`src/rtl/uart_tx_fifo.sv`:
```
// 8N1 UART transmitter fed by a 4-entry byte FIFO; frames are sent LSB-first
// back to back, with no idle cycle between queued bytes.
module uart_tx_fifo #(
  parameter int unsigned BAUD_DIV = 10416
) (
  input  logic       sysclk,
  input  logic       reset,
  input  logic [7:0] wr_data,
  input  logic       wr_en,
  output logic       wr_ready,
  output logic [2:0] fifo_count,
  output logic       tx_busy,
  output logic       UART_TX
);

  // state | meaning
  // IDLE  | line high, waiting for a queued byte
  // START | start bit (low) for BAUD_DIV cycles
  // DATA  | eight data bits, LSB first
  // STOP  | stop bit (high); chains straight into START if a byte is queued
  typedef enum logic [1:0] {S_IDLE, S_START, S_DATA, S_STOP} state_t;

  localparam int unsigned FIFO_DEPTH  = 4;
  localparam logic [15:0] BAUD_RELOAD = 16'(BAUD_DIV - 1);

  logic [7:0]  mem_q [FIFO_DEPTH];
  logic [1:0]  wr_ptr_q, wr_ptr_d;
  logic [1:0]  rd_ptr_q, rd_ptr_d;
  logic [2:0]  count_q, count_d;
  state_t      state_q, state_d;
  logic [15:0] baud_q, baud_d;
  logic [2:0]  bit_idx_q, bit_idx_d;
  logic [7:0]  shift_q, shift_d;
  logic        tx_q, tx_d;
  logic        push, pop, bit_end;

  assign wr_ready   = (count_q != 3'(FIFO_DEPTH));
  // A pop on the same edge frees the head slot, so a write is taken even when full.
  assign push       = wr_en && (wr_ready || pop);
  assign bit_end    = (baud_q == 16'd0);
  assign fifo_count = count_q;
  assign tx_busy    = (state_q != S_IDLE);
  assign UART_TX    = tx_q;

  always_comb begin
    wr_ptr_d = push ? wr_ptr_q + 2'd1 : wr_ptr_q;
    rd_ptr_d = pop  ? rd_ptr_q + 2'd1 : rd_ptr_q;
    case ({push, pop})
      2'b10:   count_d = count_q + 3'd1;
      2'b01:   count_d = count_q - 3'd1;
      default: count_d = count_q;
    endcase
  end

  always_comb begin
    state_d   = state_q;
    baud_d    = baud_q;
    bit_idx_d = bit_idx_q;
    shift_d   = shift_q;
    tx_d      = tx_q;
    pop       = 1'b0;
    case (state_q)
      S_IDLE: begin
        tx_d = 1'b1;
        if (count_q != 3'd0) begin
          pop     = 1'b1;
          shift_d = mem_q[rd_ptr_q];
          tx_d    = 1'b0;
          baud_d  = BAUD_RELOAD;
          state_d = S_START;
        end
      end
      S_START: begin
        if (bit_end) begin
          baud_d    = BAUD_RELOAD;
          tx_d      = shift_q[0];
          bit_idx_d = 3'd0;
          state_d   = S_DATA;
        end else begin
          baud_d = baud_q - 16'd1;
        end
      end
      S_DATA: begin
        if (bit_end) begin
          baud_d = BAUD_RELOAD;
          if (bit_idx_q != 3'd7) begin
            shift_d   = {1'b0, shift_q[7:1]};
            bit_idx_d = bit_idx_q + 3'd1;
            tx_d      = shift_q[1];
          end else begin
            tx_d    = 1'b1;
            state_d = S_STOP;
          end
        end else begin
          baud_d = baud_q - 16'd1;
        end
      end
      S_STOP: begin
        if (bit_end) begin
          baud_d = BAUD_RELOAD;
          if (count_q != 3'd0) begin
            pop     = 1'b1;
            shift_d = mem_q[rd_ptr_q];
            tx_d    = 1'b0;
            state_d = S_START;
          end else begin
            tx_d    = 1'b1;
            state_d = S_IDLE;
          end
        end else begin
          baud_d = baud_q - 16'd1;
        end
      end
      default: begin
        tx_d    = 1'b1;
        state_d = S_IDLE;
      end
    endcase
  end

  always_ff @(posedge sysclk) begin
    if (!reset) begin
      wr_ptr_q  <= 2'd0;
      rd_ptr_q  <= 2'd0;
      count_q   <= 3'd0;
      state_q   <= S_IDLE;
      baud_q    <= 16'd0;
      bit_idx_q <= 3'd0;
      shift_q   <= 8'd0;
      tx_q      <= 1'b1;
    end else begin
      wr_ptr_q  <= wr_ptr_d;
      rd_ptr_q  <= rd_ptr_d;
      count_q   <= count_d;
      state_q   <= state_d;
      baud_q    <= baud_d;
      bit_idx_q <= bit_idx_d;
      shift_q   <= shift_d;
      tx_q      <= tx_d;
    end
  end

  // Storage is not reset; only the pointers define what is valid.
  always_ff @(posedge sysclk) begin
    if (reset && push) begin
      mem_q[wr_ptr_q] <= wr_data;
    end
  end

endmodule

```
`config.mk`:
```
export PLATFORM = sky130hd
export DESIGN_NAME = uart_tx_fifo
export DESIGN_NICKNAME = d
export VERILOG_FILES = /design/src/rtl/uart_tx_fifo.sv
export SDC_FILE = /design/constraint.sdc
export NUM_CORES = 1
export LEC_CHECK = 0
export ABC_AREA = 1
export CORE_AREA = 4 4 116 85
export DETAILED_ROUTE_END_ITERATION = 6
export DIE_AREA = 0 0 120 89
export GPL_ROUTABILITY_DRIVEN = 0
export PLACE_DENSITY = 0.61
export SYNTH_ARGS = -nofsm -noshare
export SYNTH_HDL_FRONTEND = slang
export SYNTH_SLANG_ARGS = --single-unit
```
`constraint.sdc`:
```
create_clock -name sysclk -period 4.09 [get_ports sysclk]
set_input_delay 0.6135 -clock sysclk [delete_from_list [all_inputs] [get_ports sysclk]]
set_output_delay 0.6135 -clock sysclk [all_outputs]
set_load 0.005 [all_outputs]
```
; ---- Yosys cells after proc, flatten, opt, wreduce, memory -nomap -nowiden
; Memory sizes are Yosys's and may differ from the RTL's. A register that Yosys moved wholly into a read port is not among the register bits.
; Cells that the tools add are included.
[classes]
reduce_logical = 15
eq_ne = 13
mux = 33
n_addsub = 6
[ops]
columns = cell, count
row1 = $mux 16, 2
row2 = $mux 8, 4
row3 = $pmux 16 s2, 1
row4 = $pmux 8 s3, 1
row5 = $logic_not 16->1, 1
row6 = $sub 16x1->16 const B, 1
row7 = $mux 2, 7
row8 = $ne 2x2->1 const B, 6
row9 = $pmux 3 s2, 2
row10 = $mux 1, 10
row11 = $mux 3, 3
row12 = $pmux 2 s4, 1
row13 = $reduce_and 4->1, 2
row14 = $add 3x1->3 const B, 2
row15 = $eq 2x2->1 const B, 3
row16 = $ne 3x3->1 const B, 2
row17 = $reduce_bool 2->1, 3
row18 = $reduce_bool 3->1, 2
row19 = $reduce_and 5->1, 1
row20 = $add 2x1->2 const B, 2
row21 = $eq 2x1->1 const B, 2
row22 = $pmux 1 s4, 1
row23 = $reduce_and 3->1, 1
row24 = $reduce_or 3->1, 1
row25 = other kinds (5), 6
[word_totals]
wordCells = 76
mem_bits_rw = 32
input_bits = 11
out_inout_bits = 6
ff_bits = 37
memories = 1
[memory_table]
columns = memory, depth, width, rd, rd_clocked_by_memory_dff, wr, line_no
row1 = mem_q, 4, 8, 1, 1, 1, 26  ; logic [7:0] mem_q [FIFO_DEPTH];

; ---- Longest topological paths before layout
[logic_depth]
word_depth = 9
mapped_depth = 13
depth_no_buf = 13

; ---- Worst setup path after synthesis
; OpenSTA, ideal clock, no wires.
[synth_timing]
path_type = register to register
start = reg state_q[0]
end = mem mem_q[0][0] (enable)
n_path_buf = 0
setup_time_ns = 0.371
path_slack_ns = 2.028
synth_period_minus_slack_ns = 2.062
arrival_time_ns = 1.692
stages_incl_launch_ff = 8
required_ns = 3.719
cell_sequence = dfxtp_1 > inv_1 > ha_1 > nor2_1 > nand2_1 > nand4_1 > nand3_1 > nor2_1
[synth_via]
elab_chain_len = 7
elab_cells_between_ends = 8
classes_between = eq/ne (1) / mux (3) / reduce/logical (4)
[synth_rtl]
columns = item, line_no
row1 = start: declaration, 30  ; state_t state_q, state_d;
row2 = start signal: assignment, 135  ; state_q <= state_d;
row3 = $eq 2x2->1 / $logic_not 2->1 (equally long branches), 62  ; case (state_q)
row4 = $pmux 1 s2 *, 62
row5 = $logic_or 1x1->1 *, 39  ; assign push = wr_en && (wr_ready || pop);
row6 = $logic_and 1x1->1 *, 39
row7 = $logic_and 1x1->1 *, 145  ; if (reset && push) begin
row8 = $mux 1 *, 145
row9 = $mux 1 (implied by the code) *, 146  ; mem_q[wr_ptr_q] <= wr_data;
row10 = end: declaration, 26
; Mark *: on every way between the ends. The rest lies on a longest branch, timed or not.

; ---- Final worst setup path
[layout_timing]
start = reg state_q[0]
end = mem mem_q[0][5] (enable)
; The elaborated chain is that of the path after synthesis.

==> results.json <==
{
  "diodes": 0,
  "postRouteAntennaNets": 0,
  "grt_pass1_wl_um": 11500,
  "finalCritPeriodShare_pct": 61.4,
  "tritoncts": "yes",
  "cp-start-kind": "flop",
  "path_clk_slew_ns": 0.06,
  "r2r_slack_ns": 1.58,
  "drtIter0Drc": 186,
  "yosys_warnings": 0,
  "layout_common_cells": "49 x inv_1, 48 x nor2_1, 40 x nand2_1",
  "run_status": "complete, no violations",
  "max_cap_viol_count": 0,
  "tightest_slew_ns": 0.714,
  "drv_slew": 0,
  "routed_via_density": 4.89,
  "stdcell_area_um2": 3980,
  "syn-num-nets": 395,
  "wl_per_cell_um": 13.5,
  "avgSynthCellArea_um2": 9.18,
  "final_core_util_pct": 45.2,
  "numCtsBuffers": 9,
  "synth_top_family_by_area": "simple AND/OR/NAND/NOR gates",
  "r2r-end": "mem_q[0][5]",
  "path_cells": "inv_1 -> ha_1 -> nor2_1 -> nand3_2 -> nand4_1 -> nand3_1 -> nor2_1",
  "grt.overflow.total": 0,
  "cts.path.max_buffers": 2,
  "fin_skew_ns": 0.00984,
  "dp.cells": 500,
  "die_w_um": 120,
  "initial_core_util_pct": 38.5,
  "dieArea_um2": 10700,
  "crit_slowest_cell": "nor2_1",
  "power_per_cell_area_nw_per_um2": 759,
  "vias": 2522,
  "synth-seq-area-share_pct": 51.3,
  "r2r-start": "state_q[0]",
  "fmax_mhz": 398,
  "cts_max_level": 3,
  "yosys.area_share.simple_pct": 19.2,
  "rsz0062_at_grt": "false",
  "core_area_um2": 8820,
  "antenna_found_initial": 0,
  "drt_wl_total_um": 6950,
  "portBuffers": 16,
  "arrival_ns": 2.48,
  "clockRootBuffer": "clkbuf_16",
  "leakage_uw": 0.00156,
  "drc_errors": 0,
  "grt_pass1_vias": 2369,
  "synth_cells": 370,
  "yosys-mux-area-fraction_pct": 1.77,
  "startpoint": "state_q[0]",
  "clock-sinks": 71,
  "setup_violations": 0,
  "instances_no_fill": 516,
  "die_h_um": 89,
  "pin_count": 17,
  "place_area_um2": 3650,
  "ys_seq_elements": 71,
  "postCtsSetupBuffers": 0,
  "cp.required_ns": 4.05,
  "synth_xor_area_share_pct": 1.03,
  "worstSkewPairLatency_ns": 0.34,
  "worst_path_most_repeated_cell": "nor2_1",
  "synth_compound_area_share_pct": 13.5,
  "rows": 29,
  "min_path_cells": 2,
  "crit_path_end_kind": "flop",
  "pre_cts_ws_ns": 1.58,
  "synthesis.area_um2": 3400,
  "cts_hold_buf": 0,
  "synthAdderAreaFrac_pct": 5.38,
  "min_from": "rd_ptr_q[1]",
  "cp_max_fo": 8,
  "layout.nets": 412,
  "dp_hpwl_um": 5110,
  "slew_headroom_pct": 52.4,
  "grt_max_degree": 22,
  "firstDrtPassIters": 4,
  "setup.worst_path.class": "reg -> reg",
  "ys_types": 41,
  "ir_drop_v": 0.000378,
  "syn_to_final_growth_pct": 17.2,
  "hp-class": "reg -> reg",
  "worst_path_largest_cell_delay_ns": 0.56,
  "finalSetupTns_ns": 0,
  "min_period_ns": 2.51,
  "final_common_cell": "inv_1",
  "grt.total_usage_pct": 14.1,
  "cts_resized": 0,
  "layout-drive-gt1-share_pct": 12.2,
  "final-hold-violation-count": 0,
  "timing.final.ws_setup_ns": 1.58,
  "rr_worst_depth": 7
}
[critical path: cells and delay by family (launching register included)]
| kind | cells | cell delay [ns] |
|---|---|---|
| AND/OR/NAND/NOR | 5 | 1.19 |
| adder cells (fa/ha/maj) | 1 | 0.39 |
| flip-flops | 1 | 0.41 |
| buffers and inverters | 1 | 0.14 |
[Yosys cell counts (all sizes together)]
cell    count  area share (%)
xnor2       1            0.26
nand4       9             1.7
a31oi       1            0.18
dfxtp      39              23
mux2i       6             1.8
or2         3            0.55
xor2        3            0.77
clkbuf      2            0.22
o221ai      1            0.26
inv        53             5.9
o32ai       7             1.8
nor3b       1            0.37
ha         13             4.8
nand3      19             3.1
nor2       53             6.2
edfxtp     32              28
buf         9             1.8
a21oi      28             4.8
nand2      47             6.0
nor3        4             1.1
fa          1            0.59
nand3b      1            0.22
o21a        1            0.22
o31ai       1            0.22
a21boi      1            0.22
a211oi      3            0.66
o21ai      28             4.5
o211ai      3            0.66
[area by class of cell]
| cell class | count | area, µm² |
|---|---|---|
| Clock buffer | 9 | 225 |
| Inverter | 53 | 199 |
| Timing Repair Buffer | 17 | 168 |
| Tap cell | 124 | 155 |
| Fill cell | 834 | 4830 |
| Clock inverter | 7 | 106 |
| Sequential cell | 71 | 1740 |
| Multi-Input combinational cell | 235 | 1390 |
[worst max path at each step]
stage / end / cells after the start
3_3_place_gp: mem_q[0][5] / 4
4_1_cts: mem_q[0][5] / 7
2_1_floorplan: mem_q[0][0] / 7
3_5_place_dp: mem_q[1][7] / 7
6_report: mem_q[0][5] / 7
5_1_grt: mem_q[0][5] / 7
[sequential cells by signal, indices dropped and copies added, names as in the netlist, named ones only]
signal,flops
wr_ptr_q,2
state_q,2
UART_TX,1
shift_q,8
baud_q,16
fifo_count,3
rd_ptr_q,2
mem_q,32
bit_idx_q,3
[power breakdown]
group          internal [µW]  switching, µW
sequential               884            116
combinational            428            728
clock                    547            322
[per-layer routing]
metal | vias up | share of wire, % | track usage (%)
li1 | 1289 | - | -
met1 | 1175 | 51 | 19.7
met2 | 46 | 42 | 20.6
met3 | 12 | 5.0 | 4.36
met4 | 0 | 1.6 | 5.30
met5 | - | 0 | 0
[stage by stage]
step	power, µW	hold WS, ns
after floorplan	1940	0.434
after global placement	2140	0.446
after detailed placement	2170	0.450
after CTS	3050	0.460
after global routing	3270	0.497
final	3020	0.458
[kinds of logic after synthesis]
group,count (synthesis)
xor gates and xnor gates,4
DFF,71
adders and majority gates,14
buffers and inverters,64
and+or+nand+nor,137
muxes,6
AOI/OAI and AO/OA,74
No activity file was read; power rests on OpenSTA's default activity.
